==> src/rtl/id_ex_stage.sv <==
// ID/EX pipeline register with load-use hazard detection.
// A load in EX whose rd feeds the ID instruction causes one bubble into EX while IF/ID is frozen.
module id_ex_stage #(
    parameter int XLEN = 64,
    parameter int REGW = 5
) (
    input  logic            clk,
    input  logic            rst_n,
    input  logic            id_valid,
    input  logic [6:0]      id_opcode,
    input  logic [REGW-1:0] id_rs1,
    input  logic [REGW-1:0] id_rs2,
    input  logic [REGW-1:0] id_rd,
    input  logic [2:0]      id_funct3,
    input  logic [6:0]      id_funct7,
    input  logic            id_ALU_src,
    input  logic            id_Mem_to_Reg,
    input  logic            id_Reg_Write,
    input  logic            id_Mem_Read,
    input  logic            id_Mem_Write,
    input  logic            id_Branch_en,
    input  logic [XLEN-1:0] id_ValA,
    input  logic [XLEN-1:0] id_ValB,
    input  logic [XLEN-1:0] id_imm,
    input  logic [XLEN-1:0] id_pc,
    input  logic            flush,
    input  logic            ex_hold,
    output logic            stall_id,
    output logic            ex_valid,
    output logic            ex_ALU_src,
    output logic            ex_Mem_to_Reg,
    output logic            ex_Reg_Write,
    output logic            ex_Mem_Read,
    output logic            ex_Mem_Write,
    output logic            ex_Branch_en,
    output logic [XLEN-1:0] ex_ValA,
    output logic [XLEN-1:0] ex_ValB,
    output logic [XLEN-1:0] ex_imm,
    output logic [XLEN-1:0] ex_pc,
    output logic [REGW-1:0] ex_rs1,
    output logic [REGW-1:0] ex_rs2,
    output logic [REGW-1:0] ex_rd,
    output logic [2:0]      ex_funct3,
    output logic [6:0]      ex_funct7
);

    typedef struct packed {
        logic            valid;
        logic            alu_src;
        logic            mem_to_reg;
        logic            reg_write;
        logic            mem_read;
        logic            mem_write;
        logic            branch_en;
        logic [XLEN-1:0] val_a;
        logic [XLEN-1:0] val_b;
        logic [XLEN-1:0] imm;
        logic [XLEN-1:0] pc;
        logic [REGW-1:0] rs1;
        logic [REGW-1:0] rs2;
        logic [REGW-1:0] rd;
        logic [2:0]      funct3;
        logic [6:0]      funct7;
    } ex_fields_t;

    ex_fields_t ex_q;
    ex_fields_t id_fields;
    logic       uses_rs1;
    logic       uses_rs2;
    logic       hazard;

    // R-type, stores and branches read both sources; OP-IMM, loads and JALR read only rs1.
    always_comb begin
        uses_rs1 = 1'b0;
        uses_rs2 = 1'b0;
        case (id_opcode)
            7'b0110011, 7'b0100011, 7'b1100011: begin
                uses_rs1 = 1'b1;
                uses_rs2 = 1'b1;
            end
            7'b0010011, 7'b0000011, 7'b1100111: uses_rs1 = 1'b1;
            default: ;
        endcase
    end

    assign hazard = id_valid & ex_q.valid & ex_q.mem_read & (ex_q.rd != '0) &
                    ((uses_rs1 & (ex_q.rd == id_rs1)) | (uses_rs2 & (ex_q.rd == id_rs2)));

    assign stall_id = hazard | ex_hold;

    always_comb begin
        id_fields            = '0;
        id_fields.valid      = id_valid;
        id_fields.alu_src    = id_ALU_src;
        id_fields.mem_to_reg = id_Mem_to_Reg;
        id_fields.reg_write  = id_Reg_Write;
        id_fields.mem_read   = id_Mem_Read;
        id_fields.mem_write  = id_Mem_Write;
        id_fields.branch_en  = id_Branch_en;
        id_fields.val_a      = id_ValA;
        id_fields.val_b      = id_ValB;
        id_fields.imm        = id_imm;
        id_fields.pc         = id_pc;
        id_fields.rs1        = id_rs1;
        id_fields.rs2        = id_rs2;
        id_fields.rd         = id_rd;
        id_fields.funct3     = id_funct3;
        id_fields.funct7     = id_funct7;
    end

    // Flush beats hold, hold beats the hazard bubble; an empty ID slot also becomes a bubble.
    always_ff @(posedge clk) begin
        if (!rst_n || flush) begin
            ex_q <= '0;
        end else if (!ex_hold) begin
            if (hazard || !id_valid) begin
                ex_q <= '0;
            end else begin
                ex_q <= id_fields;
            end
        end
    end

    assign ex_valid      = ex_q.valid;
    assign ex_ALU_src    = ex_q.alu_src;
    assign ex_Mem_to_Reg = ex_q.mem_to_reg;
    assign ex_Reg_Write  = ex_q.reg_write;
    assign ex_Mem_Read   = ex_q.mem_read;
    assign ex_Mem_Write  = ex_q.mem_write;
    assign ex_Branch_en  = ex_q.branch_en;
    assign ex_ValA       = ex_q.val_a;
    assign ex_ValB       = ex_q.val_b;
    assign ex_imm        = ex_q.imm;
    assign ex_pc         = ex_q.pc;
    assign ex_rs1        = ex_q.rs1;
    assign ex_rs2        = ex_q.rs2;
    assign ex_rd         = ex_q.rd;
    assign ex_funct3     = ex_q.funct3;
    assign ex_funct7     = ex_q.funct7;

endmodule

==> config.mk <==
export PLATFORM = sky130hd
export DESIGN_NAME = id_ex_stage
export DESIGN_NICKNAME = d
export VERILOG_FILES = /design/src/rtl/id_ex_stage.sv
export SDC_FILE = /design/constraint.sdc
export NUM_CORES = 1
export LEC_CHECK = 0
export BUFFER_PORTS_ARGS = -buffer_cell sky130_fd_sc_hd__buf_2
export CORE_AREA = 5 5 227 229
export CTS_CLUSTER_DIAMETER = 200
export DETAILED_ROUTE_END_ITERATION = 8
export DIE_AREA = 0 0 232 234
export GPL_ROUTABILITY_DRIVEN = 0
export SETUP_SLACK_MARGIN = 0.02
export SLEW_MARGIN = 10
export SYNTH_ARGS = -nofsm -noshare
export SYNTH_HDL_FRONTEND = slang
export SYNTH_SLANG_ARGS = --single-unit
==> constraint.sdc <==
create_clock -name clk -period 2.1 [get_ports clk]
set_input_delay 0.525 -clock clk [delete_from_list [all_inputs] [get_ports clk]]
set_output_delay 0.525 -clock clk [all_outputs]
set_load 0.01 [all_outputs]
# Word-level counts from Yosys, hierarchy flattened
# Cells that the tools add are included.
# word_totals
reg_bits,288
in_bits,299
output_inout_bits,289
elab_cells,42
# op_classes
n_eq_ne,8
n_mux,3
bitwise,8
reduce_logical,7
# ops
operator,count
$mux 288,1
$eq 7x6->1 const B,2
$eq 7x7->1 const B,2
$eq 5x5->1,2
$eq 7x2->1 const B,1
$eq 7x5->1 const B,1
$and 1x1->1,6
$reduce_or 6->1,1
$reduce_bool 5->1,1
$reduce_or 3->1,1
$logic_not 1->1,2
$logic_or 1x1->1,2
$mux 1,2
$or 1x1->1,2

# Depth between registers and ports, before layout
# logic_depth
ltp_word,8
depth_mapped,8
mapped_depth_nobuf,5

# Worst setup path after synthesis
# Ideal clock, no wire load.
# synth_path
kind,input-to-output
from,input id_rs2[1]
to,output stall_id
arrival_ps,1672
t_required_ps,1575
path_slack_ps,-97
path_stages,6
path_buffers,1
cell_sequence,xor2_1 -> a2111oi_0 -> nand2_1 -> a21oi_4 -> buf_6 -> or2_2
# synth_via
elab_chain_cells,5
# synth_lines
item,line,rtl
"start, declared",12,"input logic [REGW-1:0] id_rs2,"
$eq 5x5->1,87,((uses_rs1 & (ex_q.rd == id_rs1)) | (uses_rs2 & (ex_q.rd == id_rs2)));
$and 1x1->1,87,
$or 1x1->1,87,
$and 1x1->1,86,assign hazard = id_valid & ex_q.valid & ex_q.mem_read & (ex_q.rd != '0) &
$or 1x1->1,89,assign stall_id = hazard | ex_hold;
"end, declared",28,"output logic stall_id,"
# Every way passes these cells.

# Final worst setup path
# layout_path
from,"register ex_q, in the netlist ex_rd[4]"
to,output stall_id
# layout_via
elab_chain_cells,5
elab_cells_between_ends,9
cone_classes,eq/ne: 2; bitwise: 6; reduce/logical: 1
# layout_lines
item,line,rtl
"start, declared",66,ex_fields_t ex_q;
"start signal, assigned",119,ex_q <= id_fields;
$eq 5x5->1,87,
$and 1x1->1,87,
$or 1x1->1,87,
$and 1x1->1 (*),86,
$or 1x1->1 (*),89,
# Every way passes the cells marked *; elsewhere a longest branch is shown, timed or not.

==> impl_metrics.toml <==
[timing]
skew_ns = 0.0102
tightestPinTransition_ns = 0.374
hold_viol_final = 0
setup_violations = 1
fmax_mhz = 393
slew_violations = 0
rsz0062_at_grt = "true"
relSlewSlack = 0.749
holdWs_ns = 0.208
fin_ws_ns = -0.442
timing.final.crit_share = 1.21
min_period_ns = 2.54

[drt]
routed.top_layer = "met5"
wl_per_cell_um = 14.9
post-route-drc-count = 0
ant_nets = 0
firstDrtPassIters = 4
wl_met1_um = 15000
wl_met3_um = 3280
route.met2.wl_um = 19100
vias_per_cell = 4.19
finalWirelength_um = 38500
drtIter0Drc = 423
vias = 10800

[cells_and_area]
synthToLayoutAreaGrowth_pct = 49.9
final_cells = 2582
drive_above_1_share = 0.385
fin_nets = 2185
design_area_um2 = 16200

[synthesis]
ys_types = 24
yosys.area.top_type = "dfxtp_1"
synth_most_common_cell = "nand2_1"
synth_seq_area_share = 0.534
avgSynthCellArea_um2 = 8.45
postSynthCellCount = 1278
synthArstFlopShare = 0
synth.area.top_cells = "dfxtp_1 53%, o31ai_1 18%, nand2_1 10%"
dominantRegCellSynth = "dfxtp_1"
synth_area_um2 = 10800
synth_nets = 1577
synth_top_area_frac = 0.534
yosysWarnings = 0
synth-edff-count = 0
ys_ff_latch = 288
ys_top_cells_by_count = "290 x nand2_1, 288 x dfxtp_1, 262 x inv_1"

[clocking]
clk_latency_ns = 0.56
cts_buffers = 31
ctsRootBufferMaster = "clkbuf_16"
numClockSinks = 288
htreeDepth = 1
tritoncts = "built"
cts_hold_buf = 0
cts.clk_slew.worst_paths_ns = 0.06
clk_path_buf_depth = 3

[power]
ir_drop_v = 0.000430
seq_power_share = 0.476
p_int_mw = 9.15
power.density_nw_per_um2 = 731
power_mw = 11.8
power.switching_mw = 2.69
leakage_nw = 8.37
comb_power_share = 0.078
power_frac_clock = 0.446
p_sw_frac = 0.228

[die]
die-area_um2 = 54300
die_y_um = 234
io_pins = 588
initial_core_util = 0.218
num_rows = 82
core_area_um2 = 49500
die_x_um = 232

[placement]
io_buffers = 587
dpl.hpwl_um = 30000
dp_slack_ns = -0.273
placed_area_um2 = 14900
dpl.cell_count = 2519

[worst_setup_path]
crit_fanout = 2
cp.required_ns = 1.57
crit_path_start_kind = "register"
r2r-start = "ex_rd[1]"
r2r_cells = 8
worstPathArrival_ns = 2.02
endpoint_kind = "output port"
reg2reg_to = "ex_ValA[13]"
ff2ff_setup_slack_ns = 0.09
critPathKind = "register to output port"

[worst_hold_path]
worstHoldStart = "id_ValA[50]"
hold_depth = 3
hp-class = "primary input to register"
hold_end = "ex_ValA[50]"

[global_route]
grt_max_degree = 61
grt_pass1_wl_um = 58000
grt_pass1_vias = 10900
grt_overflow = 0
antenna_found_initial = 2
track_usage = 0.130

[run_status]
violations = "setup timing"
status = "complete, but fails checks"

[flow_run]
drv_cap = 0
## worst max path at each step
stage,from,to,cells past startpoint
6_report,ex_rd[4],stall_id,5
5_1_grt,ex_rd[4],stall_id,5
4_1_cts,ex_rd[4],stall_id,5
3_5_place_dp,id_rs2[1],ex_ValA[47],8
3_3_place_gp,id_rs2[3],stall_id,7
2_1_floorplan,id_rs1[2],stall_id,6
## layout make-up
| type | count | area, um2 |
|---|---|---|
| fill | 5290 | 33300 |
| inverter | 262 | 983 |
| multi-input combinational | 630 | 3640 |
| sequential | 288 | 5780 |
| antenna | 2 | 5.00 |
| clock inverter | 7 | 60.1 |
| clock buffer | 48 | 930 |
| timing repair buffer | 673 | 3950 |
| tap | 672 | 841 |
## power groups by stage
| stage | clock network [mW] | logic [mW] | registers [mW] |
|---|---|---|---|
| finish | 5.28 | 0.922 | 5.64 |
| global route | 5.65 | 1.01 | 5.65 |
| CTS | 5.45 | 0.929 | 5.64 |
| detailed placement | 0 | 0.918 | 5.76 |
| global placement | 0 | 0.911 | 5.75 |
| floorplan | 0 | 0.275 | 5.81 |
## per-layer routing
| layer | vias up | GRT usage |
|---|---|---|
| li1 | 5360 | - |
| met1 | 4924 | 0.154 |
| met2 | 460 | 0.230 |
| met3 | 72 | 0.0322 |
| met4 | 2 | 0.0469 |
| met5 | - | 0 |
## critical path: stages (launching register included)
cell and delay, ns:
dfxtp_4 0.34, or4_4 0.54, o21ai_4 0.16, a21oi_4 0.06, or2_4 0.25, buf_6 0.12
## sequential cells by signal, summed over array words and instances, names as in the netlist
register,count
ex_ValA,64
ex_Mem_Read,1
ex_Mem_to_Reg,1
ex_ValB,64
ex_pc,64
ex_funct3,3
ex_funct7,7
ex_Branch_en,1
ex_imm,64
ex_Reg_Write,1
ex_valid,1
ex_rs1,5
ex_rd,5
ex_rs2,5
ex_Mem_Write,1
ex_ALU_src,1
## metrics by stage
| stage | TNS, ns | util |
|---|---|---|
| global route | -0.504 | 0.327 |
| floorplan | -0.00778 | - |
| finish | -0.442 | 0.327 |
| CTS | -0.494 | 0.324 |
| detailed placement | -56.45 | 0.302 |
| global placement | -38.95 | 0.302 |
## layout by cell type (no fill, tap or decap), drive strengths merged, types with 2 or more instances in the layout
cell type | netlist | layout
xor2 | 9 | 9
nor2b | 2 | 2
and2 | 2 | 2
diode | 0 | 2
clkbuf | 67 | 51
nor4 | 2 | 2
inv | 262 | 262
clkinv | 0 | 6
nand2 | 290 | 290
o31ai | 261 | 261
o21ai | 29 | 29
dfxtp | 288 | 288
buf | 31 | 670
nand3b | 26 | 26
## cells by family after synthesis
group                     count (synthesis)  synth area share
AOI/OAI and AO/OA                       292             0.198
buffers and inverters                   360             0.134
xor gates and xnor gates                 10           0.00811
and+or+nand+nor                         328             0.126
DFF                                     288             0.534
## timing repair
| action | CTS | global route |
|---|---|---|
| setup buffers | 2 | 0 |
| gates cloned | 1 | 3 |
| endpoints found under the hold margin | 0 | 0 |
| gates resized for setup | 17 | 13 |
| endpoints found under the setup margin | 110 | 250 |
| pin swaps | 2 | 6 |
Note: power is estimated with default switching activity, not from simulation.
